[src/rtl/sc_stream_ctrl.sv]
// Sequencer + keystream XOR for the 384-bit stream-cipher state block; optional SC_BYTE_MASK_EN adds pt_bytes masking.
// Latency: INIT..POST = INIT_ROUNDS+1+POST_ROUNDS cycles, then pt->ct 1 cycle, 1 word/cycle sustained.
// Backpressure: pt_ready = !ct_valid | ct_ready in STREAM only; ct word held stable while ct_valid & !ct_ready.
module sc_stream_ctrl #(
    parameter int INIT_ROUNDS = 18,
    parameter int POST_ROUNDS = 2
) (
    input  logic        clk,
    input  logic        rst,
    input  logic        start,
    output logic        load_SC64,
    output logic        insertSC,
    input  logic [63:0] Z,
    input  logic [63:0] pt_data,
    input  logic        pt_valid,
    input  logic        pt_last,
`ifdef SC_BYTE_MASK_EN
    input  logic [3:0]  pt_bytes,
`endif
    output logic        pt_ready,
    output logic [63:0] ct_data,
    output logic        ct_valid,
    output logic        ct_last,
    input  logic        ct_ready,
    output logic        busy,
    output logic        done
);

    localparam int MAX_ROUNDS = (INIT_ROUNDS > POST_ROUNDS) ? INIT_ROUNDS : POST_ROUNDS;
    localparam int CW         = $clog2(MAX_ROUNDS + 1);
    localparam logic [CW-1:0] INIT_LAST = CW'(INIT_ROUNDS - 1);
    localparam logic [CW-1:0] POST_LAST = (POST_ROUNDS > 0) ? CW'(POST_ROUNDS - 1) : '0;

    typedef enum logic [2:0] {
        S_IDLE   = 3'd0,
        S_INIT   = 3'd1,
        S_INSERT = 3'd2,
        S_POST   = 3'd3,
        S_STREAM = 3'd4,
        S_FLUSH  = 3'd5
    } state_t;

    state_t        state, state_nxt;
    logic [CW-1:0] cnt, cnt_nxt;
    logic          accept;
    logic [63:0]   mask;

    // State and round counter registers
    always_ff @(posedge clk or negedge rst) begin
        if (!rst) begin
            state <= S_IDLE;
            cnt   <= '0;
        end else begin
            state <= state_nxt;
            cnt   <= cnt_nxt;
        end
    end

    // Next-state, round counting and control strobes; Z is consumed only on a pt handshake
    always_comb begin
        state_nxt = state;
        cnt_nxt   = cnt;
        load_SC64 = 1'b0;
        insertSC  = 1'b0;
        pt_ready  = 1'b0;
        done      = 1'b0;
        accept    = 1'b0;
        case (state)
            S_IDLE: begin
                if (start) begin
                    state_nxt = S_INIT;
                    cnt_nxt   = '0;
                end
            end
            S_INIT: begin
                load_SC64 = 1'b1;
                if (cnt == INIT_LAST) begin
                    cnt_nxt   = '0;
                    state_nxt = S_INSERT;
                end else begin
                    cnt_nxt = cnt + CW'(1);
                end
            end
            S_INSERT: begin
                insertSC  = 1'b1;
                state_nxt = (POST_ROUNDS == 0) ? S_STREAM : S_POST;
            end
            S_POST: begin
                load_SC64 = 1'b1;
                if (cnt == POST_LAST) begin
                    cnt_nxt   = '0;
                    state_nxt = S_STREAM;
                end else begin
                    cnt_nxt = cnt + CW'(1);
                end
            end
            S_STREAM: begin
                pt_ready  = !ct_valid || ct_ready;
                accept    = pt_valid && pt_ready;
                load_SC64 = accept;
                if (accept && pt_last) begin
                    state_nxt = S_FLUSH;
                end
            end
            S_FLUSH: begin
                if (ct_valid && ct_ready) begin
                    done      = 1'b1;
                    state_nxt = S_IDLE;
                end
            end
            default: state_nxt = S_IDLE;
        endcase
    end

`ifdef SC_BYTE_MASK_EN
    logic [3:0] nbytes;

    // Keep the first nbytes bytes (MSB end) of the accepted word; 0 or >8 means full word
    always_comb begin
        nbytes = ((pt_bytes == 4'd0) || (pt_bytes > 4'd8)) ? 4'd8 : pt_bytes;
        mask   = '0;
        for (int i = 0; i < 8; i++) begin
            mask[63 - 8*i -: 8] = (i < int'(nbytes)) ? 8'hFF : 8'h00;
        end
    end
`else
    // Every word is a full 64-bit XOR
    always_comb begin
        mask = '1;
    end
`endif

    // Ciphertext output register: load on accept, clear valid on drain, hold while stalled
    always_ff @(posedge clk or negedge rst) begin
        if (!rst) begin
            ct_data  <= '0;
            ct_valid <= 1'b0;
            ct_last  <= 1'b0;
        end else if (accept) begin
            ct_data  <= (pt_data ^ Z) & mask;
            ct_valid <= 1'b1;
            ct_last  <= pt_last;
        end else if (ct_valid && ct_ready) begin
            ct_valid <= 1'b0;
            ct_last  <= 1'b0;
        end
    end

    assign busy = (state != S_IDLE);

endmodule

[config.mk]
export PLATFORM = sky130hd
export DESIGN_NAME = sc_stream_ctrl
export DESIGN_NICKNAME = d
export VERILOG_FILES = /design/src/rtl/sc_stream_ctrl.sv
export SDC_FILE = /design/constraint.sdc
export NUM_CORES = 1
export LEC_CHECK = 0
export CAP_MARGIN = 20
export CORE_MARGIN = 2
export CORE_UTILIZATION = 39
export CTS_CLUSTER_DIAMETER = 30
export DETAILED_ROUTE_END_ITERATION = 16
export PLACE_DENSITY = 0.87
export SLEW_MARGIN = 25
export SYNTH_ARGS = -nofsm -noshare
export SYNTH_HDL_FRONTEND = slang
export SYNTH_SLANG_ARGS = --single-unit
[constraint.sdc]
create_clock -name clk -period 1.6 [get_ports clk]
set_input_delay 0.16 -clock clk [delete_from_list [all_inputs] [get_ports clk]]
set_output_delay 0.16 -clock clk [all_outputs]
set_load 0.1 [all_outputs]
==> impl_results.md, run 1 <==
* Die ar. at 0.0101 mm²
* Final Util at 0.771
* Most common cell in the netlist: dfrtp_1
* Cts bufs inserted at 9
* Max-slew headroom at 0.711
* Total gr overflow at 0
* Final setup vio count at 3
* DRT Pass-1 Iters at 4
* VDD IR max at 0.473 mV
* Main synth FF type: dfrtp_1
* Syn Inst Count at 260
* FF+latch count, synth at 74
* Antenna cells at 0
* Area contributors post-synth: dfrtp_1 51%, xor2_1 16%, mux2_2 11%
* Tcrit/Tclk final at 1.04
* First-pass GRT wire length at 16,000 µm
* Hold Crit Class: input port to async pin
* Met2 Use GR at 0.385
* EDFF count, synth at 0
* Layout Nets at 629
* CTS tree: yes
* Max-slew violation count at 0
* Power Density at 571 mW/mm²
* Overall global routing resource usage at 0.208
* Grt met3 use at 0.0666
* Critical path capture point type: primary output
* Routed wire per std cell at 17.5 µm
* Post-DP HPWL at 8210 µm
* Max Buffers Root-to-Sink at 2
* Number of port buffers at 204
* Initial antenna violation count at 0
* Cell Area, Synth at 0.00365 mm²
* Worst Max-Slew Pin Slew at 0.434 ns
* Syn-to-layout area delta at 93.5%
* Synth top cells by count: 74 x dfrtp_1, 66 x xor2_1, 37 x mux2_2
* Tmin final at 1.67 ns
* Post-synth cell types at 33
* Top cell type by total area after synthesis: dfrtp_1
* Flop-to-flop setup slack at 0.01 ns
* WL final at 10,600 µm
* Vias per inst at 4.91
* Seq/Total Area, Yosys at 0.508
* Synth top area share at 0.508
* CTS Root Cell: clkbuf_8
* IO Pins at 205
* Static Leak at 3.33 nW
* # rows at 35
* Layout cells sized above 1 at 0.394
* Gp weighted congestion at 0.867
* Worst Path Arrival at 1.51 ns
* Crit Path Class: flop to primary output
* Max Cap Viol at 0
* Critical path fanouts, max at 4
* RSZ-0062 raised after global routing: true
* Ys async rst share at 1.00
* Initial core utilization at 0.398
* Antenna-violating nets left at 0
* RR Startpoint: cnt[1]
* Register area at 0.00186 mm²
* Layout Skew at 0.0129 ns
* DRC at 0
* Clock-pin slew on the worst setup and hold paths at 0.08 ns
* DR vias at 2,988
* Post-synthesis area per instance at 14.0 µm²
* Register-to-Register Path Depth at 5
* Vias in the first global route at 3,177
* Status: complete, but fails checks
* Violated checks: setup timing
* Fill cells at 541
* Final Hold Vio Count at 0
* Setup crit end: busy
* Final setup TNS at -0.103 ns
* Top Usage Layer GRT: met2
* Drt first-iter violations at 50
* CTS H-tree depth at 3
* Worst R2R End: state[1]
* Area occupied by multi-input gates at 0.00180 mm²
* Clk_lat worst skew at 0.34 ns
* CP Launch Type: flop
* Synthesized net count at 396
* Final WS setup at -0.0666 ns
* YS warnings at 0
* GR Util met1 at 0.221
* Die Y at 101 µm
* Core ar. at 0.00915 mm²
* Die width at 101 µm
* Fmax at 600 MHz
* Critical Path Start: state[1]
* WP data required at 1.44 ns
* Largest net degree at the start of global routing at 44
* Hold WS at 0.297 ns
* Clock sink count at 74
## per-stage QoR
| stage | setup WS, ns | instance area (µm²) | std cells | total power [mW] |
|---|---|---|---|---|
| CTS | -0.0454 | 7020 | 606 | 4.06 |
| global placement | -0.0401 | 6660 | 578 | 2.43 |
| global route | -0.104 | 7060 | 609 | 4.18 |
| floorplan | -0.140 | 3700 | 260 | 2.01 |
| finish | -0.0666 | 7060 | 609 | 4.03 |
| detailed placement | -0.110 | 6660 | 578 | 2.45 |
## worst max-delay path, cell delays in order, from the launching register on
cell     delay, ns
dfrtp_1       0.42
buf_6         0.15
or3_4         0.41
buf_12        0.18
## how the worst min path moves through the flow
stage	end	cells after the start
after CTS	ct_data[36]	2
final	ct_data[36]	2
after global routing	ct_data[36]	2
after floorplan	cnt[0]	0
after global placement	ct_data[36]	1
after detailed placement	ct_data[36]	1
## what timing repair did
action,4_1_cts,5_1_grt
hold endpoints to repair,31,0
pin swaps,4,1
resized for setup,10,5
setup buffers,12,3
endpoints found under the setup margin,10,14
hold buffers,1,0
## logic make-up after synthesis
logic type,count (synthesis),synth area share
AO/OA/AOI/OAI,15,0.0292
XOR/XNOR,68,0.163
adder cells (fa/ha/maj),2,0.00686
buffers and inverters,14,0.0250
flip-flops,74,0.508
multiplexers,66,0.231
AND/OR/NAND/NOR,21,0.0370
## state kept, by name, summed over array words and instances, names as in the netlist
signal	flops
ct_last	1
cnt	5
ct_valid	1
state	3
ct_data	64
## cell type report
type | count | share of cell area
timing repair buffer | 232 | 0.429
sequential | 74 | 0.263
multi-input combinational | 172 | 0.255
clock buffer | 11 | 0.0200
tap | 111 | 0.0197
clock inverter | 5 | 0.0110
inverter | 4 | 0.00213
## placed cells by master (no fill, tap or decap), types with 2 or more instances in the layout
cell type        count
mux2_4              27
clkbuf_8            10
o21bai_1             3
xor2_1              66
o2bb2ai_1            3
nand3_1              2
nor3b_4              2
bufinv_16            2
mux2i_1              2
nand2_1              4
nor2b_1              3
ha_1                 2
dfrtp_1             72
clkinv_2             2
inv_1                3
buf_12              75
mux2_2              37
or3_4                2
buf_6                4
clkdlybuf4s50_1    132
buf_4               20
## layer usage
| metal | part of all wire | wire length (µm) |
|---|---|---|
| met3 | 0.089 | 945 |
| met2 | 0.55 | 5840 |
| met5 | 0 | 0 |
| met1 | 0.34 | 3590 |
| met4 | 0.024 | 257 |
## power breakdown
| group | total [mW] | internal [mW] | switching (mW) | leakage (nW) |
|---|---|---|---|---|
| registers | 1.87 | 1.87 | 0 | 0.995 |
| clock network | 1.62 | 0.917 | 0.704 | 0.109 |
| logic | 0.538 | 0.362 | 0.176 | 2.23 |
Power figures use the tool's default switching activity.
==> run 2, diff against run 1 <==
--- a/config.mk
+++ b/config.mk
@@ -5,6 +5,8 @@
 export SDC_FILE = /design/constraint.sdc
 export NUM_CORES = 1
 export LEC_CHECK = 0
+export ABC_AREA = 1
+export ABC_CLOCK_PERIOD_IN_PS = 1600
 export CAP_MARGIN = 20
 export CORE_MARGIN = 2
 export CORE_UTILIZATION = 39
==> run 2 against run 1 <==
Net effect:
- the run now ends clean
- critical path depth up 3
- global-route usage down 0.65 points
- sequential cell count unchanged
- sequential share of layout area up 0.49 points
- critical path type unchanged
- largest cell class unchanged
==> impl_results.md, run 2 <==
* FF+latch count, synth at 74
* Initial antenna violation count at 0
* Synthesized net count at 498
* Flop-to-flop setup slack at 0.08 ns
* Drt first-iter violations at 82
* Syn-to-layout area delta at 90.0%
* Fill cells at 575
* Tmin final at 1.58 ns
* CP Launch Type: flop
* Die width at 101 µm
* Crit-path most repeated cell: nor2_4
* Cell family with most CP delay: flip-flops
* DRT Pass-1 Iters at 4
* CTS Root Cell: clkbuf_8
* XOR/XNOR share of the synthesized area at 0.161
* Max Buffers Root-to-Sink at 2
* Layout cells sized above 1 at 0.269
* Syn Inst Count at 362
* Register-to-Register Path Depth at 8
* Number of port buffers at 204
* Post-synthesis area per instance at 10.1 µm²
* Antenna-violating nets left at 0
* Max reg flops at 64
* Top reg by flops: ct_data
* First-pass GRT wire length at 16,100 µm
* Critical path fanouts, max at 4
* Main combinational cell family by area after synthesis: XOR/XNOR gates
* Max-slew headroom at 0.746
* Antenna cells at 0
* Post-synthesis adder-cell area fraction at 0.00687
* Simple-gate share of the synthesized area at 0.131
* Final WS setup at 0.0224 ns
* Area contributors post-synth: dfrtp_1 51%, xnor2_1 15%, nand2_1 9.8%
* Clk_lat worst skew at 0.33 ns
* CP peak stage delay at 0.41 ns
* RR Startpoint: state[0]
* Final Util at 0.757
* Die Y at 101 µm
* Placed Area at 0.00655 mm²
* Most common cell in the netlist: nand2_1
* Overall global routing resource usage at 0.202
* Final setup vio count at 0
* Main synth FF type: dfrtp_1
* Worst R2R End: ct_data[15]
* Seq/Total Area, Yosys at 0.508
* Vias in the first global route at 3,383
* Clock-pin slew on the worst setup and hold paths at 0.08 ns
* # rows at 35
* Vias per inst at 4.75
* Synth top area share at 0.508
* Cts bufs inserted at 9
* Ys async rst share at 1.00
* Synth top cells by count: 95 x nand2_1, 74 x dfrtp_1, 64 x xnor2_1
* Routed wire per std cell at 14.8 µm
* Post-synth cell types at 22
* Clock sink count at 74
* DRC at 0
* WL final at 10,300 µm
* Crit Path Class: flop to primary output
* Core ar. at 0.00915 mm²
* WP data required at 1.44 ns
* IO Pins at 205
* Place WS at 0.00877 ns
* Fmax at 634 MHz
* CP max stage cell: dfrtp_1
* Worst Max-Slew Pin Slew at 0.378 ns
* Gp weighted congestion at 0.885
* Hold Crit Class: input port to async pin
* CTS H-tree depth at 3
* Commonest non-fill, non-tap cell in the layout: clkdlybuf4s50_1
* Top cell type by total area after synthesis: dfrtp_1
* Initial core utilization at 0.398
* Die ar. at 0.0101 mm²
* Layout Skew at 0.00974 ns
* Tcrit/Tclk final at 0.986
* Status: finished, final reports clean
* Post-synthesis mux area share at 0
* CTS tree: yes
* Critical path capture point type: primary output
* Cell Area, Synth at 0.00364 mm²
* Top Registers: ct_data: 64 flops, cnt: 5 flops, state: 3 flops
* Hold WS at 0.292 ns
* Worst Path Arrival at 1.42 ns
* Max-slew violation count at 0
* Most frequent cells in the layout: 132 x clkdlybuf4s50_1, 92 x nand2_1, 72 x buf_12
* Total gr overflow at 0
* EDFF count, synth at 0
* Buffers and inverters on the worst path at 2
* RSZ-0062 raised after global routing: true
* Post-DP HPWL at 8110 µm
* Post-route cell area at 0.00692 mm²
* Largest net degree at the start of global routing at 70
* Compound-Gate Fraction of Synth Area at 0.142
* DR vias at 3,302
* Final Hold Vio Count at 0
* Cell Chain, Critical Path: nor2_4 > nand2_4 > nor2_4 > inv_4 > o21ai_4 > buf_12
* Max Cap Viol at 0
* Layout Nets at 716
* Critical Path Start: state[0]
* YS warnings at 0
==> run 2: how the worst max path moves through the flow <==
stage          cells past startpoint           to
2_1_floorplan                      6    load_SC64
3_3_place_gp                       9  ct_data[16]
3_5_place_dp                       9  ct_data[15]
4_1_cts                            6    load_SC64
5_1_grt                            6    load_SC64
6_report                           6    load_SC64
==> run 2: kinds of logic after synthesis <==
kind of cell | Yosys count
simple gates | 116
buf+inv | 27
fa+ha+maj | 2
xor+xnor | 67
compound gates | 76
flops | 74
==> run 2: area by class of cell <==
cell class | count | area (µm²) | share of cell area
repair buffers | 222 | 2980 | 0.430
clock buffers | 10 | 138 | 0.0199
well taps | 111 | 139 | 0.0201
clock inverters | 5 | 103 | 0.0148
inverters | 12 | 52.6 | 0.00759
flip-flops and latches | 74 | 1860 | 0.268
multi-input cells | 261 | 1660 | 0.240
==> run 2: what timing repair did <==
action	in CTS	in global routing
pin swaps	3	2
buffers inserted	3	0
setup endpoints to repair	4	17
hold endpoints to repair	27	0
hold buffers	1	0
resized for setup	7	6
cloned	0	2
==> run 2: metal layers <==
layer,share of wire,vias to the layer above,global-route usage
met2,0.53,139,0.369
met1,0.38,1548,0.231
li1,-,1603,-
met5,0,-,0
met4,0.013,0,0.0632
met3,0.072,12,0.0479
==> run 2: metrics by stage <==
step	setup TNS [ns]	std cells
6_report	0	695
5_1_grt	-0.108	695
4_1_cts	-0.00905	693
3_3_place_gp	0	674
2_1_floorplan	-0.318	362
3_5_place_dp	0	674
Power of run 2 is not shown: default switching activity piles up to over one toggle a cycle in this logic, so the estimate is an artifact.
==> run 3, diff against run 2 <==
--- a/config.mk
+++ b/config.mk
@@ -6,13 +6,13 @@
 export NUM_CORES = 1
 export LEC_CHECK = 0
 export ABC_AREA = 1
-export ABC_CLOCK_PERIOD_IN_PS = 1600
+export ABC_CLOCK_PERIOD_IN_PS = 1950
 export CAP_MARGIN = 20
 export CORE_MARGIN = 2
-export CORE_UTILIZATION = 39
+export CORE_UTILIZATION = 42
 export CTS_CLUSTER_DIAMETER = 30
 export DETAILED_ROUTE_END_ITERATION = 16
-export PLACE_DENSITY = 0.87
+export PLACE_DENSITY = 0.93
 export SLEW_MARGIN = 25
 export SYNTH_ARGS = -nofsm -noshare
 export SYNTH_HDL_FRONTEND = slang
==> constraint.sdc (replaced) <==
create_clock -name clk -period 1.95 [get_ports clk]
set_input_delay 0.195 -clock clk [delete_from_list [all_inputs] [get_ports clk]]
set_output_delay 0.195 -clock clk [all_outputs]
set_load 0.1 [all_outputs]
==> run 3 against run 2 <==
Net effect:
- register-to-register slack improved by 0.31 ns
- clock-buffer cell count rose by 2
- utilization is 5.4 points lower
- worst setup slack improved by 0.12 ns
- clock skew is 0.00062 ns lower
- sequential cell count is the same
- critical path depth is the same
- routed wire length shrank 7.2%
- first-iteration DRC count increased by 21%
- via count fell by 3.2%
- worst hold slack improved by 0.061 ns
- non-clock buffer count fell by 14
- critical endpoint unchanged
==> impl_results.md, run 3 (same netlist as run 2, synthesis figures left out) <==
* Total gr overflow at 0
* Crit-path most repeated cell: nor2_4
* CP Launch Type: flop
* Status: finished, final reports clean
* CTS Root Cell: clkbuf_8
* Cell family with most CP delay: flip-flops
* WL final at 9560 µm
* Crit Path Class: flop to primary output
* Clock-pin slew on the worst setup and hold paths at 0.08 ns
* Drt first-iter violations at 99
* # rows at 33
* Layout Nets at 702
* Cts bufs inserted at 9
* Die width at 97.2 µm
* Initial core utilization at 0.439
* Max Buffers Root-to-Sink at 2
* DR vias at 3,195
* First-pass GRT wire length at 16,100 µm
* Top Registers: ct_data: 64 flops, cnt: 5 flops, state: 3 flops
* Max Cap Viol at 0
* Worst Max-Slew Pin Slew at 0.435 ns
* Max-slew headroom at 0.710
* Tmin final at 1.81 ns
* Most frequent cells in the layout: 132 x clkdlybuf4s50_1, 95 x nand2_1, 73 x dfrtp_1
* RSZ-0062 raised after global routing: false
* CP peak stage delay at 0.48 ns
* Critical path fanouts, max at 7
* Largest net degree at the start of global routing at 74
* Critical path capture point type: primary output
* CTS H-tree depth at 3
* Die ar. at 0.00944 mm²
* Post-route cell area at 0.00583 mm²
* Post-cts sizing count at 0
* Number of port buffers at 204
* DRT Pass-1 Iters at 4
* Die Y at 97.2 µm
* Commonest non-fill, non-tap cell in the layout: clkdlybuf4s50_1
* DRC at 0
* Clock sink count at 74
* WP data required at 1.75 ns
* Hold Crit Class: input port to async pin
* Final Hold Vio Count at 0
* Placed Area at 0.00564 mm²
* Buffers and inverters on the worst path at 2
* Top reg by flops: ct_data
* Cell Chain, Critical Path: nor2_4 > nand2_4 > nor2_4 > inv_4 > o21ai_2 > buf_12
* CP max stage cell: dfrtp_1
* Routed wire per std cell at 14.1 µm
* IO Pins at 205
* Core ar. at 0.00830 mm²
* Gp weighted congestion at 0.819
* Clk_lat worst skew at 0.33 ns
* Syn-to-layout area delta at 60.0%
* Fill cells at 621
* Antenna-violating nets left at 0
* Final setup TNS at 0 ns
* Initial antenna violation count at 0
* Max reg flops at 64
* Overall global routing resource usage at 0.210
* Fmax at 553 MHz
* Max-slew violation count at 0
* Vias per inst at 4.73
* Layout Skew at 0.00911 ns
* Vias in the first global route at 3,377
* Post-DP HPWL at 7700 µm
* CTS tree: yes
* Antenna cells at 0
* Tcrit/Tclk final at 0.928
* Setup Fix Bufs, Post-CTS at 0
* Worst Path Arrival at 1.61 ns
* Layout cells sized above 1 at 0.236
* Final setup vio count at 0
* Final Util at 0.703
run 3: cell count changes in the layout (fill, tap and decap cells not counted), sizes merged:
cell / delta
clkinv: +2
bufinv: -3
buf: -12
run 3: per-stage QoR:
stage | worst slack, ns | hold WS (ns) | instances
finish | 0.141 | 0.354 | 676
global route | 0.0774 | 0.375 | 676
CTS | 0.134 | 0.343 | 676
detailed placement | 0.310 | 0.166 | 659
global placement | 0.367 | 0.153 | 659
floorplan | 0.0224 | -0.101 | 362
run 3: worst paths after layout:
check	end	from	slack (ns)	cells past startpoint
min in group clk	ct_data[59]	ct_data[59]	0.48	2
worst min register to register	ct_data[59]	ct_data[59]	0.48	2
max in group asynchronous	ct_data[8]	rst	1.01	3
worst min-delay path	ct_data[10]	rst	0.35	2
worst max-delay path	load_SC64	state[0]	0.14	6
worst max register to register	state[0]	state[2]	0.39	7
run 3: area by class of cell:
cell class                      instances  area, µm²  share of cell area
Sequential cell                        74       1850               0.318
Inverter                               12       47.5             0.00815
Multi-Input combinational cell        261       1620               0.278
Timing Repair Buffer                  208       1990               0.342
Clock buffer                           12        155              0.0266
Tap cell                              105        131              0.0225
Clock inverter                          4       26.3             0.00451
run 3: repair_timing:
item                                    4_1_cts  5_1_grt
hold endpoints to repair                     32        0
hold buffers                                  1        0
endpoints found under the setup margin        0        0
run 3: worst register-to-register path: stages (launching register included):
cell	delay [ns]
dfrtp_1	0.56
inv_1	0.15
nand2_1	0.19
nor2_1	0.06
nor2_1	0.26
nand3_1	0.12
nand2_1	0.08
nand2_1	0.05
run 3: layer usage:
metal	vias to the layer above	wire, µm	track usage
met4	0	55	0.0542
met2	125	5340	0.400
met3	7	655	0.0511
met1	1483	3510	0.233
met5	-	0	0
li1	1580	-	-
Power of run 3 is left out for the same reason.
